--- config.mk ---
export PLATFORM = sky130hd
export DESIGN_NAME = arm_cmd_bridge
export DESIGN_NICKNAME = d
export VERILOG_FILES = /design/src/rtl/voice_pkg.sv /design/src/rtl/cmd_timeout_timer.sv /design/src/rtl/arm_cmd_bridge.sv
export SDC_FILE = /design/constraint.sdc
export NUM_CORES = 1
export LEC_CHECK = 0
export ABC_AREA = 1
export BUFFER_PORTS_ARGS = -buffer_cell sky130_fd_sc_hd__clkbuf_2
export CORE_MARGIN = 2
export CORE_UTILIZATION = 45
export CTS_CLUSTER_SIZE = 14
export DETAILED_ROUTE_END_ITERATION = 8
export PLACE_DENSITY = 0.66
export SETUP_SLACK_MARGIN = 0.05
export SKIP_CTS_REPAIR_TIMING = 1
export SYNTH_ARGS = -nofsm -noshare
export SYNTH_HDL_FRONTEND = slang
export SYNTH_SLANG_ARGS = --single-unit
--- constraint.sdc ---
create_clock -name clk -period 2.5 [get_ports clk]
set_clock_uncertainty 0.05 [all_clocks]
set_input_delay 0.25 -clock clk [delete_from_list [all_inputs] [get_ports clk]]
set_output_delay 0.25 -clock clk [all_outputs]
set_load 0.01 [all_outputs]
--- src/rtl/voice_pkg.sv ---
// Shared voice-control types: command enum, bridge register map and
// STATUS field layout. Used by the state controller and arm_cmd_bridge.
package voice_pkg;

  typedef enum logic [2:0] {
    CMD_WELCOME   = 3'd0,
    CMD_RECORDING = 3'd1,
    CMD_UP        = 3'd2,
    CMD_DOWN      = 3'd3,
    CMD_LEFT      = 3'd4,
    CMD_RIGHT     = 3'd5,
    CMD_STOP      = 3'd6,
    CMD_SILENCE   = 3'd7
  } cmd_e;

  typedef enum logic [1:0] {
    ST_IDLE    = 2'd0,
    ST_REQ     = 2'd1,
    ST_CAPTURE = 2'd2
  } bridge_st_e;

  localparam logic [1:0] ADDR_STATUS = 2'd0;
  localparam logic [1:0] ADDR_CTRL   = 2'd1;
  localparam logic [1:0] ADDR_RESULT = 2'd2;
  localparam logic [1:0] ADDR_THRESH = 2'd3;

  localparam int CTRL_ACK    = 0;
  localparam int CTRL_CLR_TO = 1;
  localparam int CTRL_ABORT  = 2;

  localparam int STAT_PEND    = 0;
  localparam int STAT_BUSY    = 1;
  localparam int STAT_TO      = 2;
  localparam int STAT_CMD_LSB = 4;

  // Classes 0/1 are non-keywords; low confidence is also reported as silence.
  function automatic cmd_e map_class(
    input logic [2:0] cls,
    input logic       low_conf
  );
    if (low_conf || cls < 3'd2) return CMD_SILENCE;
    return cmd_e'(cls);
  endfunction

endpackage

--- src/rtl/cmd_timeout_timer.sv ---
// Inference watchdog: counts while enabled, flags the final cycle
// of the TIMEOUT_CYC window.
module cmd_timeout_timer #(
  parameter int TIMEOUT_CYC = 50_000_000
) (
  input  logic clk,
  input  logic rst,
  input  logic clr,
  input  logic en,
  output logic expire
);

  localparam int W = (TIMEOUT_CYC > 2) ? $clog2(TIMEOUT_CYC) : 1;
  localparam logic [W-1:0] LAST = W'(TIMEOUT_CYC - 1);

  logic [W-1:0] cnt_q;

  always_ff @(posedge clk) begin
    if (rst || clr) begin
      cnt_q <= '0;
    end else if (en) begin
      cnt_q <= cnt_q + W'(1);
    end
  end

  assign expire = en && (cnt_q == LAST);

endmodule

--- src/rtl/arm_cmd_bridge.sv ---
// Record-request / keyword-result bridge to the HPS slave port.
// ARM_CMD_CONF_GATE_EN enables confidence gating and the THRESH register.
module arm_cmd_bridge
  import voice_pkg::*;
#(
  parameter int          TIMEOUT_CYC     = 50_000_000,
  parameter logic [7:0]  CONF_THRESH_DEF = 8'd128
) (
  input  logic        clk,
  input  logic        rst,
  input  logic        rec_req,
  input  logic [1:0]  addr,
  input  logic        wr,
  input  logic        rd,
  input  logic [15:0] wdata,
  output logic [15:0] rdata,
  output logic        irq,
  output logic [2:0]  cmd,
  output logic        cmd_valid
);

  bridge_st_e  state_q;
  cmd_e        cmd_q;
  logic        cmd_valid_q;
  logic        irq_q;
  logic        sticky_q;
  logic [15:0] rdata_q;
  logic        prev_q;
  logic        edge_q;
  logic        expire;
  logic        low_conf;
  logic [15:0] rd_data;

  logic ctrl_wr, res_wr, ack, abort, clr_to;
  assign ctrl_wr = wr && (addr == ADDR_CTRL);
  assign res_wr  = wr && (addr == ADDR_RESULT);
  assign ack     = ctrl_wr && wdata[CTRL_ACK];
  assign abort   = ctrl_wr && wdata[CTRL_ABORT];
  assign clr_to  = ctrl_wr && wdata[CTRL_CLR_TO];

`ifdef ARM_CMD_CONF_GATE_EN
  logic [7:0] thresh_q;

  always_ff @(posedge clk) begin
    if (rst) begin
      thresh_q <= CONF_THRESH_DEF;
    end else if (wr && addr == ADDR_THRESH) begin
      thresh_q <= wdata[7:0];
    end
  end

  assign low_conf = wdata[15:8] < thresh_q;
`else
  logic unused_cfg;
  assign unused_cfg = ^{wdata[15:3], CONF_THRESH_DEF};
  assign low_conf   = 1'b0;
`endif

  cmd_timeout_timer #(
    .TIMEOUT_CYC(TIMEOUT_CYC)
  ) u_timer (
    .clk    (clk),
    .rst    (rst),
    .clr    (state_q == ST_IDLE && edge_q),
    .en     (state_q != ST_IDLE),
    .expire (expire)
  );

  always_comb begin
    rd_data = '0;
    case (addr)
      ADDR_STATUS: begin
        rd_data[STAT_PEND] = (state_q == ST_REQ);
        rd_data[STAT_BUSY] = (state_q == ST_CAPTURE);
        rd_data[STAT_TO]   = sticky_q;
        rd_data[STAT_CMD_LSB +: 3] = cmd_q;
      end
`ifdef ARM_CMD_CONF_GATE_EN
      ADDR_THRESH: rd_data[7:0] = thresh_q;
`endif
      default: rd_data = '0;
    endcase
  end

  always_ff @(posedge clk) begin
    if (rst) begin
      state_q     <= ST_IDLE;
      cmd_q       <= CMD_WELCOME;
      cmd_valid_q <= 1'b0;
      irq_q       <= 1'b0;
      sticky_q    <= 1'b0;
      rdata_q     <= '0;
      prev_q      <= 1'b1;
      edge_q      <= 1'b0;
    end else begin
      prev_q      <= rec_req;
      edge_q      <= rec_req && !prev_q;
      cmd_valid_q <= 1'b0;
      if (rd) rdata_q <= rd_data;
      if (clr_to) sticky_q <= 1'b0;
      case (state_q)
        ST_IDLE: begin
          if (edge_q) begin
            state_q <= ST_REQ;
            irq_q   <= 1'b1;
          end
        end
        ST_REQ, ST_CAPTURE: begin
          if (abort) begin
            state_q <= ST_IDLE;
            irq_q   <= 1'b0;
          end else if (ack && state_q == ST_REQ) begin
            state_q <= ST_CAPTURE;
            irq_q   <= 1'b0;
            cmd_q   <= CMD_RECORDING;
          end else if (res_wr && state_q == ST_CAPTURE) begin
            state_q     <= ST_IDLE;
            cmd_q       <= map_class(wdata[2:0], low_conf);
            cmd_valid_q <= 1'b1;
          end else if (expire) begin
            state_q     <= ST_IDLE;
            irq_q       <= 1'b0;
            cmd_q       <= CMD_SILENCE;
            cmd_valid_q <= 1'b1;
            sticky_q    <= 1'b1;
          end
        end
        default: state_q <= ST_IDLE;
      endcase
    end
  end

  assign rdata     = rdata_q;
  assign irq       = irq_q;
  assign cmd       = cmd_q;
  assign cmd_valid = cmd_valid_q;

endmodule

Yosys cells after proc, flatten, opt, wreduce, memory -nomap -nowiden:

Cells that the tools add are included.

* register bits: 42
* word-level logic and storage cells: 77
* input port bits: 23
* output and inout port bits: 21

* reduce and logical (&&, ||, !) cells: 22
* equality and inequality tests: 9
* bitwise gates (word level): 2
* $lt $le $gt $ge: 1
* add/subtract/negate cells: 1
* mux-type cells: 33

Operators with widths (number)
* adder 26 x 1 -> 26 bit (second input constant): 1
* equality test 26 bit (second input constant): 1
* two-way mux 3 bit: 7
* two-way mux 1 bit: 19
* logical AND 1 bit: 10
* two-way mux 2 bit: 5
* inequality test 4 bit (second input constant): 2
* inequality test 5 bit (second input constant): 1
* equality test 2 x 1 -> 1 bit (second input constant): 2
* equality test 2 bit (second input constant): 2
* zero test 2 bit: 2
* case mux 2 bit (2 select lines): 1
* AND reduction 4 bit: 1
* nonzero test 2 bit: 2
* OR reduction 4 bit: 1
* less-than comparator 3 x 2 -> 1 bit (second input constant): 1
* AND reduction 3 bit: 1
* nonzero test 3 bit: 1
* inequality test 2 bit (second input constant): 1
* inverter 1 bit: 2
* case mux 1 bit (2 select lines): 1
* AND reduction 2 bit: 1
* OR reduction 2 bit: 1
* zero test 1 bit: 1
* logical OR 1 bit: 1

Longest topological paths before layout:

* word-level depth: 11
* depth in mapped cells: 13
* depth with buffers taken out: 13

By module:

A second synthesis with hierarchy kept.

* cell total of the unflattened synthesis: 342
* area, all modules: 2359.8 um^2

By module, submodules not included
* cmd_timeout_timer: area an instance 1470.2 um^2, cells an instance 222, instances 1, seq. area each 520.5 um^2
* arm_cmd_bridge: area an instance 889.6 um^2, cells an instance 120, instances 1, seq. area each 320.3 um^2

Worst setup path before layout:

No wires, ideal clock.

* kind: reg-to-reg
* start point: register state_q[0]
* end point: register u_timer.cnt_q[24]
* cell stages (with the launch flop): 11
* slack: 0.781 ns
* buffers on the path: 0
* data required time: 2.340 ns
* arrival time: 1.559 ns
* setup time: 0.110 ns
* period minus slack after synthesis: 1.719 ns
* cell sequence: dfxtp_1 inv_1 ha_1 inv_4 nand4_4 nor3_4 nand3b_2 nor2_1 nand2_1 nand2_1 nor2_1

* longest elaborated chain between the ends: 3
* elaborated cells on any way between the ends: 4
* those cells by class: reduce/logical (4)

RTL lines
* from (decl): line arm_cmd_bridge.sv:22 `bridge_st_e state_q;`
* from (signal assigned): line arm_cmd_bridge.sv:87 `state_q <= ST_IDLE;`
* from (signal assigned): line arm_cmd_bridge.sv:104 `state_q <= ST_REQ;`
* from (signal assigned): line arm_cmd_bridge.sv:110 `state_q <= ST_IDLE;`
* zero test 2 bit: line arm_cmd_bridge.sv:64 `.clr (state_q == ST_IDLE && edge_q),`
* logical AND 1 bit: line arm_cmd_bridge.sv:64
* logical OR 1 bit: line cmd_timeout_timer.sv:19 `if (rst || clr) begin`
* to (signal assigned): line cmd_timeout_timer.sv:22 `cnt_q <= cnt_q + W'(1);`
* to (decl): line cmd_timeout_timer.sv:16 `logic [W-1:0] cnt_q;`

Parallel ways exist; a longest one is shown, timed or not.
A chain may end at the register's enable or synchronous reset.

Worst setup path in the final report:

* start point: register state_q[0]
* end point: register u_timer.cnt_q[22]

Same word-level chain as after synthesis.

==> metrics.md <==
| Metric | Value |
|---|---|
| Die Width | 74.8 um |
| Port bufs | 20 |
| Cells on Worst Hold Path | 3 |
| Max-slew violations | 0 |
| Crit path max-delay cell type | dfxtp_1 |
| Full die area | around 0.0056 mm^2 |
| Vias in the first global route | 1,716 |
| Layout area overhead | 10.9% |
| HPWL after DPL | between 3000 and 4000 um |
| Remaining DRCs | 0 |
| Cell family with most CP delay | simple AND/OR/NAND/NOR gates |
| Fin util | between 50% and 60% |
| CP Max Fanout | 7 |
| CP Depth | 10 |
| CORE AREA | around 0.0048 mm^2 |
| CP max stage delay | 380 ps |
| Synth warn | 0 |
| FF/Latch Area | about 840 um^2 |
| Post-layout minimum cycle time | around 2000 ps |
| R2R Path Start | state_q[0] |
| CTS tree | done |
| Synth area leaders | dfxtp_1, nand2_1, inv_1 |
| Final worst path period share | about four fifths |
| Synth Area in XOR/XNOR | 3.49% |
| Clk slew on worst S/H paths | ~80 ps |
| Hold Path Sink | prev_q |
| Final setup fails | 0 |
| Final net count | ~370 |
| Mapped Avg Cell Area | between 7 and 8 um^2 |
| Die height | 74.8 um |
| Sequential area share after synthesis | approximately 37% |
| Placement Rows | 25 |
| Fraction of layout cells with a size suffix above 1 | between 10% and 20% |
| Drt initial violations | 70 |
| Crit Path Category | reg2reg |
| Synth top area share | a little under two fifths |
| # IOs | 44 |
| Remaining antenna violation count | 0 |
| Clock H-tree levels | 2 |
| Wire per inst | 10.5 um |
| Synth Area in Compound Gates | a little under an eighth |
| Largest net degree at the start of global routing | 18 |
| Mux cell area share after synthesis | 0% |
| Final TNS setup | 0 ps |
| Vias | ~1.9k |
| Crit-path cells | inv_1 > ha_1 > inv_4 > nand4_4 > nor3_4 > nand3_2 > nor2_1 > nand2_1 > nand2_1 > nor2_1 |
| RSZ-0062 raised after global routing | no |
| Max-cap violation count | 0 |
| R2R depth | 10 |
| Area of the multi-input gates | 0.00118 mm^2 |
| Clock Tree Root | clkbuf_8 |
| Largest family of logic cells by synthesized area | simple AND/OR/NAND/NOR gates |
| DR vias/cell | ~4.7 |
| Startpoint Class | flop |
| FMAX | just over 500 MHz |
| Congestion Overflow GR | 0 |
| Post-Syn Area | 0.00226 mm^2 |
| Outcome | completed |
| Required time worst endpoint | about 2700 ps |
| Routed WL | roughly 4200 um |
| Origin of the worst setup path | state_q[0] |
| Antenna diodes | 0 |
| Critical hold path startpoint | rec_req |
| Power per Cell Area | roughly 550 mW/mm^2 |
| Cts bufs inserted | 5 |
| CP arrival | 2120 ps |
| Cells after Synth | around 310 |
| CTS sink cnt | 42 |
| Crit Reg-Reg Endpoint | u_timer.cnt_q[22] |
| Final hold viol count | 0 |
| Hold Crit Class | in2reg |
| Initial Utilization | about 47% |
| Gr usage total | between 10% and 20% |
| VDD IR-drop max | 0.463 mV |
| Clk_lat worst skew | approximately 300 ps |
| Fin Hold WS | roughly 90 ps |
| Fillers | approximately 480 |
| Static Leak | about 0.0011 uW |
| Routability congestion estimate | about 0.84 |
| R2R setup slack | between 500 and 600 ps |
| Simple-gate share of the synthesized area | about a third |
| Post-synth cell types | ~40 |
| Synth Area in Adders | under 10% |
| CTS Buffer Depth | 2 |
| WP buf/inv | 2 |
| Synthesized flop and latch total | 42 |
| Initial antenna violation count | 0 |
| First-pass GRT wire length | ~7400 um |
| First-pass detailed-route iteration total | 4 |
| Crit path capture type | flop |
| Synth area leader | dfxtp_1 |
-- logic make-up after synthesis --
group	Yosys count
AO/OA/AOI/OAI	46
AND/OR/NAND/NOR	150
flip-flops	42
buffers and inverters	60
XOR/XNOR	9
other	1
adder cells (fa/ha/maj)	6
-- worst reg2reg max path: cells and delay by family, from the launching register on --
family | cells | cell delay (ps)
buf+inv | 2 | 240
simple gates | 7 | 910
flops | 1 | 380
fa+ha+maj | 1 | 310
-- final cells by class --
| class | count | share of cell area (%) |
|---|---|---|
| clock buffers | 6 | 3.30 |
| clock inverters | 1 | 1.20 |
| inverters | 46 | 7.09 |
| multi-input cells | 221 | 47.2 |
| flip-flops and latches | 42 | 33.6 |
| well taps | 67 | 3.35 |
| repair buffers | 21 | 4.30 |
-- metal layers --
metal / track usage [%] / vias up / share of wire (%) / wire length, um
li1: - / 1021 / - / -
met1: 22.8 / 842 / 52 / 2190
met2: 26.7 / 17 / 44 / 1860
met3: 4.02 / 8 / 2.7 / 113
met4: 6.55 / 0 / 1.7 / 74
met5: 0 / - / 0 / 0
-- cell usage after synthesis, drive strengths merged --
cell type,n
nand3,15
ha,6
nor3b,4
clkinv,3
xor2,8
xnor2,1
clkbuf,3
o31ai,2
nor2,45
nand2,72
nor4,1
dfxtp,42
conb,1
nand4,6
a31oi,1
inv,43
o21bai,2
o21a,1
a21oi,22
o21ai,17
o22ai,1
nand3b,2
buf,11
nor3,5
-- sequential cells by signal, indices dropped and copies added (netlist names) --
signal / flops
u_timer.cnt_q: 26
rdata: 6
cmd: 3
state_q: 2
cmd_valid: 1
edge_q: 1
irq: 1
prev_q: 1
sticky_q: 1
-- layout by cell type (no fill, tap or decap), types with 2 or more instances in the layout --
| cell | instances |
|---|---|
| a21oi_1 | 20 |
| a21oi_2 | 2 |
| clkbuf_2 | 20 |
| clkbuf_8 | 6 |
| clkinv_2 | 2 |
| conb_1 | 10 |
| dfxtp_1 | 42 |
| ha_1 | 6 |
| inv_1 | 41 |
| nand2_1 | 69 |
| nand2_2 | 3 |
| nand3_1 | 13 |
| nand4_1 | 4 |
| nand4_4 | 2 |
| nor2_1 | 40 |
| nor2_2 | 2 |
| nor2_4 | 3 |
| nor3_1 | 4 |
| nor3b_1 | 3 |
| o21ai_0 | 13 |
| o21ai_1 | 3 |
| o31ai_1 | 2 |
| xor2_1 | 8 |
-- power breakdown --
group	internal [uW]	leakage, uW	switching [uW]
Combinational	41.6	0.000659	85.2
Sequential	683	0.000340	10.1
Clock	320	0.0000573	228
Total	1040	0.00106	323
-- through the flow --
stage | total power, uW | instances | cell area (um^2) | setup WS (ps)
floorplan | 810 | 323 | 2290 | 781
global route | 1420 | 404 | 2500 | 351
global placement | 834 | 397 | 2390 | 586
detailed placement | 836 | 397 | 2390 | 573
CTS | 1380 | 404 | 2500 | 510
finish | 1370 | 404 | 2500 | 528
-- how the worst max path moves through the flow --
stage / to / slack, ps
2_1_floorplan: u_timer.cnt_q[24] / 780
3_3_place_gp: u_timer.cnt_q[17] / 590
3_5_place_dp: u_timer.cnt_q[23] / 570
4_1_cts: u_timer.cnt_q[22] / 510
5_1_grt: u_timer.cnt_q[22] / 350
6_report: u_timer.cnt_q[22] / 530
Power figures use the tool's default switching activity.
